==> src/rtl/hazard_ctrl_gen.sv <==
// hazard_ctrl_gen: stall, flush and operand-forwarding control for an in-order
// pipeline F, D, E followed by NFWD result-carrying stages (index 0 = M,
// NFWD-1 = W). Also tracks fetch/data responses made stale by a redirect so
// that the late response is squashed when it finally arrives.
// Optional build macro HAZARD_PERF_EN adds saturating per-cause stall counters.
module hazard_ctrl_gen #(
  parameter int NFWD = 3,
  parameter int RW   = 5,
  parameter int FW   = $clog2(NFWD + 1)
) (
  input  logic               clk,
  input  logic               reset,
  input  logic [RW-1:0]      ra1D,
  input  logic [RW-1:0]      ra2D,
  input  logic [RW-1:0]      ra1E,
  input  logic [RW-1:0]      ra2E,
  input  logic [RW-1:0]      edst,
  input  logic               wrE,
  input  logic               ldE,
  input  logic [NFWD*RW-1:0] dst,
  input  logic [NFWD-1:0]    wr,
  input  logic [NFWD-1:0]    ld,
  input  logic               branchD,
  input  logic               redirectD,
  input  logic               multiD,
  input  logic               i_wait,
  input  logic               d_wait,
  input  logic               e_wait,
  input  logic               trapW,
  output logic               stallF,
  output logic               stallD,
  output logic               stallE,
  output logic               stallP,
  output logic               flushD,
  output logic               flushE,
  output logic               flushP,
  output logic               flushW,
  output logic [FW-1:0]      fwdaD,
  output logic [FW-1:0]      fwdbD,
  output logic [FW-1:0]      fwdaE,
  output logic [FW-1:0]      fwdbE,
  output logic               drop_i,
  output logic               drop_d
`ifdef HAZARD_PERF_EN
  ,
  output logic [31:0]        cnt_lw,
  output logic [31:0]        cnt_br,
  output logic [31:0]        cnt_mul,
  output logic [31:0]        cnt_mem
`endif
);

  // x0 never carries a dependency
  function automatic logic match(input logic [RW-1:0] r, input logic [RW-1:0] d);
    return (r != '0) && (r == d);
  endfunction

  // youngest writing stage wins, 0 selects the register file
  function automatic logic [FW-1:0] fsel(input logic [RW-1:0]      r,
                                         input logic [NFWD*RW-1:0] dv,
                                         input logic [NFWD-1:0]    wv);
    logic [FW-1:0] s;
    s = '0;
    for (int k = NFWD - 1; k >= 0; k--) begin
      if (wv[k] && match(r, dv[k*RW +: RW])) s = FW'(k + 1);
    end
    return s;
  endfunction

  logic e_hit;
  logic post_wr_hit;
  logic post_ld_hit;
  logic lwstall;
  logic brstall;
  logic mulstall;
  logic hz;
  logic set_i;
  logic set_d;

  // D-stage source dependencies against E and the post-E group
  always_comb begin
    e_hit       = match(ra1D, edst) | match(ra2D, edst);
    post_wr_hit = 1'b0;
    post_ld_hit = 1'b0;
    for (int k = 0; k < NFWD; k++) begin
      if (wr[k] && (match(ra1D, dst[k*RW +: RW]) || match(ra2D, dst[k*RW +: RW]))) begin
        post_wr_hit = 1'b1;
        if (ld[k]) post_ld_hit = 1'b1;
      end
    end
    lwstall  = (ldE & e_hit) | post_ld_hit;
    brstall  = branchD & ((wrE & e_hit) | post_ld_hit);
    mulstall = multiD & ((wrE & e_hit) | post_wr_hit);
    hz       = lwstall | brstall | mulstall;
    set_i    = (trapW | (redirectD & ~hz)) & i_wait;
    set_d    = trapW & d_wait;
  end

  // prioritised stall/flush decode; stale-response squash overlays the result
  always_comb begin
    stallF = 1'b0;
    stallD = 1'b0;
    stallE = 1'b0;
    stallP = 1'b0;
    flushD = 1'b0;
    flushE = 1'b0;
    flushP = 1'b0;
    flushW = 1'b0;
    if (reset) begin
      flushD = 1'b1;
      flushE = 1'b1;
      flushP = 1'b1;
      flushW = 1'b1;
    end else begin
      if (trapW) begin
        flushD = 1'b1;
        flushE = 1'b1;
        flushP = 1'b1;
        flushW = 1'b1;
        stallF = i_wait;
      end else if (e_wait) begin
        stallF = 1'b1;
        stallD = 1'b1;
        stallE = 1'b1;
        if (d_wait) stallP = 1'b1;
        else        flushP = 1'b1;
      end else if (d_wait) begin
        stallF = 1'b1;
        stallD = 1'b1;
        stallE = 1'b1;
        stallP = 1'b1;
      end else if (i_wait) begin
        stallF = 1'b1;
        if (redirectD | hz) begin
          stallD = 1'b1;
          flushE = 1'b1;
        end else begin
          flushD = 1'b1;
        end
      end else begin
        stallF = hz;
        stallD = hz;
        flushE = hz;
        flushD = redirectD & ~hz;
      end
      if (drop_i && !i_wait) flushD = 1'b1;
      if (drop_d && !d_wait) flushP = 1'b1;
    end
  end

  // operand forwarding selects; E selects parked while the multi-cycle unit runs
  always_comb begin
    fwdaD = '0;
    fwdbD = '0;
    fwdaE = '0;
    fwdbE = '0;
    if (!reset) begin
      fwdaD = fsel(ra1D, dst, wr);
      fwdbD = fsel(ra2D, dst, wr);
      if (!e_wait) begin
        fwdaE = fsel(ra1E, dst, wr);
        fwdbE = fsel(ra2E, dst, wr);
      end
    end
  end

  // stale-response flags: set on redirect during an outstanding access, clear once it lands
  always_ff @(posedge clk) begin
    if (reset) begin
      drop_i <= 1'b0;
      drop_d <= 1'b0;
    end else begin
      if (set_i)        drop_i <= 1'b1;
      else if (!i_wait) drop_i <= 1'b0;
      if (set_d)        drop_d <= 1'b1;
      else if (!d_wait) drop_d <= 1'b0;
    end
  end

`ifdef HAZARD_PERF_EN
  logic hz_owns_stall;
  logic mem_owns_stall;

  // only the cause that actually drives stallD is credited
  always_comb begin
    hz_owns_stall  = ~reset & ~trapW & ~e_wait & ~d_wait;
    mem_owns_stall = ~reset & ~trapW & (e_wait | d_wait);
  end

  // saturating per-cause stall counters
  always_ff @(posedge clk) begin
    if (reset) begin
      cnt_lw  <= '0;
      cnt_br  <= '0;
      cnt_mul <= '0;
      cnt_mem <= '0;
    end else begin
      if (hz_owns_stall && lwstall && cnt_lw != '1)   cnt_lw  <= cnt_lw + 32'd1;
      if (hz_owns_stall && brstall && cnt_br != '1)   cnt_br  <= cnt_br + 32'd1;
      if (hz_owns_stall && mulstall && cnt_mul != '1) cnt_mul <= cnt_mul + 32'd1;
      if (mem_owns_stall && cnt_mem != '1)            cnt_mem <= cnt_mem + 32'd1;
    end
  end
`endif

endmodule

==> config.mk <==
export PLATFORM = sky130hd
export DESIGN_NAME = hazard_ctrl_gen
export DESIGN_NICKNAME = d
export VERILOG_FILES = /design/src/rtl/hazard_ctrl_gen.sv
export SDC_FILE = /design/constraint.sdc
export NUM_CORES = 1
export LEC_CHECK = 0
export BUFFER_PORTS_ARGS = -buffer_cell sky130_fd_sc_hd__buf_2
export CORE_MARGIN = 8
export CORE_UTILIZATION = 46
export DETAILED_ROUTE_END_ITERATION = 16
export GPL_ROUTABILITY_DRIVEN = 0
export PLACE_DENSITY = 0.91
export SLEW_MARGIN = 0
export SYNTH_ARGS = -nofsm -noshare
export SYNTH_HDL_FRONTEND = slang
export SYNTH_SLANG_ARGS = --single-unit
==> constraint.sdc <==
create_clock -name clk -period 3.7 [get_ports clk]
set_clock_uncertainty 0.1 [all_clocks]
set_input_delay 0.74 -clock clk [delete_from_list [all_inputs] [get_ports clk]]
set_output_delay 0.74 -clock clk [all_outputs]
set_load 0.005 [all_outputs]
Word level (Yosys, flattened, before mapping)
Cells that the tools add are included.

operators by class
  reduce and logical (&&, ||, !) cells = 40
  eq/ne operators = 16
  mux-type cells = 66
  bitwise gates (word level) = 16

operators with widths
  kind                count
  $eq 5x5->1          14
  $mux 1              48
  $mux 2              18
  $logic_and 1x1->1   31
  $reduce_bool 5->1   4
  $or 1x1->1          8
  $and 1x1->1         7
  $ne 2x1->1 const B  2
  $logic_or 1x1->1    3
  $logic_not 1->1     2
  $not 1->1           1

storage, ports and cells
  input bits = 57
  register bits after elaboration = 2
  output and inout port bits = 18
  word-level logic and storage cells = 140

Logic depth before layout (Yosys ltp)
  depth in word-level cells = 21
  mapped depth = 8
  depth with buffers taken out = 7

Least setup slack after synthesis
Ideal clock, no wire load.

  path kind = input-to-output
  from = input ra2D[2]
  to = output flushD
  slack = 0.493 ns
  cell stages on the path = 8
  arrival = 2.367 ns
  buffers on the path = 1
  required time = 2.860 ns
  cells stage by stage = buf_2 > or4_4 > nor2_4 > nor4_1 > o21a_1 > o31ai_4 > a41oi_1 > o211ai_1

on the way
  longest elaborated chain between the ends = 21
  elaborated cells between the ends (all ways) = 43
  those cells by class = 4 x eq/ne; 15 x mux; 13 x bitwise; 11 x reduce/logical

ends and longest elaborated chain
  what                                             line      text
  start, declared                                  14        input logic [RW-1:0] ra2D,
  $eq 5x5->1 or $reduce_bool 5->1 (tied branches)  55        return (r != '0) && (r == d);
  $logic_and 1x1->1                                55
  $logic_or 1x1->1                                 86        if (wr[k] && (match(ra1D, dst[k*RW +: RW]) || match(ra2D, dst[k*RW +: RW]))) begin
  $logic_and 1x1->1                                86
  $mux 1                                           86
  $mux 1                                           88        if (ld[k]) post_ld_hit = 1'b1;
  $mux 1                                           86
  $mux 1                                           88
  [... 5 more ...]                                 n/a
  $or 1x1->1 or $not 1->1 (tied branches)          134, 144
  $mux 1 or $and 1x1->1 (tied branches)            134, 144
  $mux 1 *                                         132       end else if (i_wait) begin
  $mux 1 *                                         127       end else if (d_wait) begin
  $mux 1 *                                         121       end else if (e_wait) begin
  $mux 1 *                                         115       if (trapW) begin
  $mux 1 *                                         146       if (drop_i && !i_wait) flushD = 1'b1;
  $mux 1 *                                         109       if (reset) begin
  end, declared                                    34        output logic flushD,

Mark *: on every way between the ends. The rest lies on a longest branch, timed or not.

Worst setup path in the final report
  from = input ra1D[1]
  to = output flushE

on the way
  longest elaborated chain between the ends = 20
  elaborated cells between the ends (all ways) = 40
  those cells by class = 4 x eq/ne; 14 x mux; 11 x bitwise; 11 x reduce/logical

ends and longest elaborated chain
  what                                             line  text
  start, declared                                  13    input logic [RW-1:0] ra1D,
  $eq 5x5->1 or $reduce_bool 5->1 (tied branches)  55
  $logic_and 1x1->1                                55
  $logic_or 1x1->1                                 86
  $logic_and 1x1->1                                86
  $mux 1                                           86
  $mux 1                                           88
  $mux 1                                           86
  $mux 1                                           88
  [... 4 more ...]                                 n/a
  $or 1x1->1 *                                     94    hz = lwstall | brstall | mulstall;
  $or 1x1->1                                       134   if (redirectD | hz) begin
  $mux 1                                           134
  $mux 1 *                                         132
  $mux 1 *                                         127
  $mux 1 *                                         121
  $mux 1 *                                         115
  $mux 1 *                                         109
  end, declared                                    35    output logic flushE,

Marked as above.

==> flow_summary.yaml <==
outcome:
  status: "complete, no violations"
power:
  p_per_area_nw_per_um2: 148
  ir_drop_uv: 57.2
  leakage_nw: 0.693
  power_mw: 0.252
sta:
  slew_headroom_pct: 60.2
  setup_violations: 0
  rsz0062_at_grt: "no"
  fin_crit_sh_pct: 93.3
  worst_slew_pin_slew_ns: 0.591
  finalCriticalPeriod_ns: 3.45
  hold_violations: 0
  setup_tns_ns: 0
  drv_slew: 0
  max_freq_mhz: 290
  worst_hold_slack_ns: 0.420
clocking:
  ctsResizeCount: 0
  clk_latency_ns: 0.22
  htreeDepth: 1
  cts_tree: "built"
  postCtsSetupBuffers: 0
  cts_buffers: 3
  clockBufferDepth: 2
  clock-sinks: 2
  clkTransAtPathRegs_ns: 0.03
  cts_root_buf: "clkbuf_4"
  cts_hold_buf: 0
floorplanning:
  die_x_um: 71.1
  die_h_um: 71.1
  ioPinCount: 75
  initial_core_util_pct: 46.9
  die_area_um2: 5060
  fp-row-count: 20
  coreArea_um2: 2980
synthesis:
  syn_inst: 179
  ys_seq_elements: 2
  synth_top_cell_by_area: "xnor2_1"
  yosysUniqueCellTypes: 37
  synthTopCellsByArea: "xnor2_1, xor2_1, nand4_1"
  synth_fp_nets: 236
  ys_async_sr_fraction_pct: 0
  yosys_warnings: 0
  ys_seq_area_share_pct: 2.86
  synth_top_area_share_pct: 27.6
  synth-edff-count: 0
  netlist_area_um2: 1400
  synthFlopType: "dfxtp_1"
  syn_area_per_cell_um2: 7.81
drt:
  num_vias: 1503
  wl_per_cell_um: 15.5
  antenna_left: 0
  drt-initial-drc-count: 115
  wirelength_mm: 4.18
  drc_errors: 0
  viasPerCell: 5.57
  dr.pass1.iters: 4
worst_setup_path:
  crit_required_ns: 2.86
  crit_path_start_kind: "input port"
  critPathCapture: "flushE"
  cp_max_fo: 5
  startpoint: "ra1D[1]"
  r2r_start: "drop_i$_SDFFE_PP0P_"
  r2r_cells: 1
  critPathKind: "in -> out"
  r2r_end: "drop_i$_SDFFE_PP0P_"
  r2r_slack_ns: 2.83
  end_kind: "primary output"
  worstPathArrival_ns: 2.61
final_layout:
  num-fill-cells: 281
  layout-drive-gt1-share_pct: 38.0
  layout.nets: 296
  syn2layout_area_growth_pct: 21.4
  fin_cells: 270
  antenna_cells: 0
  final_core_util_pct: 57.0
global_routing:
  grt_max_degree: 11
  grt_pass1_wl_mm: 6.95
  grt_pass1_vias: 1582
  grtUsageTotal_pct: 16.0
  grt_overflow_total: 0
  antenna_found_initial: 0
placement:
  hpwl_mm: 3.68
  dp.cells: 267
  io_buffers: 74
flow_run:
  cap_violations: 0
min_path:
  hold_path_class: "reg -> reg"
## cell usage after synthesis (2+ instances only)
cell type,count
nand2_1,2
nand4_1,13
nor4_2,5
and4_1,2
nor2b_1,3
o21ai_0,3
nor2_4,2
buf_6,5
or4_1,2
nor3_1,4
buf_2,4
and2_1,2
xor2_1,26
inv_1,3
or4_4,2
clkbuf_1,8
xnor2_1,44
nor4_1,10
nand3_1,2
a41oi_1,2
o21ai_1,2
dfxtp_1,2
a21oi_1,2
o21a_1,2
nor2_1,15
## worst max-delay path, cell delays in order
cell and delay, ns:
buf_2 0.15, or4_4 0.55, nor2_4 0.15, nor4_2 0.10, o41ai_4 0.45, and4_1 0.27
o31ai_1 0.06, buf_2 0.14
## cell usage in the layout (no fill, tap or decap)
| master | Yosys | final |
|---|---|---|
| a21o_1 | 1 | 1 |
| a21oi_1 | 2 | 2 |
| a41oi_1 | 2 | 2 |
| and2_1 | 2 | 2 |
| and4_1 | 2 | 2 |
| and4_4 | 1 | 1 |
| buf_2 | 4 | 74 |
| clkbuf_4 | 0 | 3 |
| dfxtp_1 | 2 | 2 |
| inv_1 | 3 | 3 |
| nand2_1 | 2 | 2 |
| nand3_1 | 2 | 2 |
| nand4_1 | 13 | 13 |
| nor2_1 | 15 | 15 |
| nor2_4 | 2 | 2 |
| nor2b_1 | 3 | 3 |
| nor3_1 | 4 | 4 |
| nor3_2 | 1 | 1 |
| nor4_1 | 10 | 10 |
| nor4_2 | 5 | 5 |
| nor4b_1 | 1 | 1 |
| o211a_1 | 1 | 1 |
| o211ai_1 | 1 | 1 |
| o21a_1 | 2 | 2 |
| o21ai_0 | 3 | 3 |
| o21ai_1 | 2 | 2 |
| o311a_1 | 1 | 1 |
| o31ai_1 | 1 | 1 |
| o31ai_4 | 1 | 1 |
| o41ai_4 | 1 | 1 |
| or4_1 | 2 | 2 |
| or4_4 | 2 | 2 |
| xnor2_1 | 44 | 44 |
| xor2_1 | 26 | 26 |
## per-stage QoR
stage | instance area, um^2 | worst slack [ns]
3_3_place_gp | 1670 | 0.277
4_1_cts | 1700 | 0.249
2_1_floorplan | 1400 | 0.493
3_5_place_dp | 1670 | 0.245
5_1_grt | 1700 | 0.0932
6_report | 1700 | 0.248
## sequential cells by signal (all words and copies together), names as in the netlist
register / count
drop_d: 1
drop_i: 1
## where the power goes
part	internal [mW]	switching, mW
logic	0.0854	0.0941
registers	0.0230	0.000899
clock network	0.0358	0.0127
total	0.144	0.108
## worst min path at each step
stage | startpoint | to | slack (ns) | cells after the start
global route | drop_d$_SDFFE_PP0P_ | drop_d$_SDFFE_PP0P_ | 0.45 | 1
detailed placement | drop_d$_SDFFE_PP0P_ | drop_d$_SDFFE_PP0P_ | 0.42 | 1
CTS | drop_d$_SDFFE_PP0P_ | drop_d$_SDFFE_PP0P_ | 0.43 | 1
finish | drop_d$_SDFFE_PP0P_ | drop_d$_SDFFE_PP0P_ | 0.42 | 1
global placement | drop_d$_SDFFE_PP0P_ | drop_d$_SDFFE_PP0P_ | 0.41 | 1
floorplan | drop_d$_SDFFE_PP0P_ | drop_d$_SDFFE_PP0P_ | 0.42 | 1
## metal layers
metal	part of all wire, %	up-vias	wire, um	GRT usage (%)
met5	0	-	0	0
met4	1.6	0	66	4.16
met3	6.0	9	252	2.82
met2	51	57	2120	29.7
met1	42	691	1740	18.1
li1	-	746	-	-
## logic make-up after synthesis
| group | count (synthesis) | synth area share [%] |
|---|---|---|
| compound gates | 18 | 11.4 |
| xor+xnor | 70 | 43.9 |
| buf+inv | 22 | 10.5 |
| flops | 2 | 2.86 |
| simple gates | 67 | 31.4 |
## layout make-up
class / instances / area (um^2) / share of cell area [%]
tap: 33 / 41.3 / 2.43
sequential: 2 / 40.0 / 2.36
inverter: 3 / 11.3 / 0.664
multi-input combinational: 155 / 1210 / 71.4
timing repair buffer: 74 / 370 / 21.8
clock buffer: 3 / 22.5 / 1.33
No activity file was read; power rests on OpenSTA's default activity.
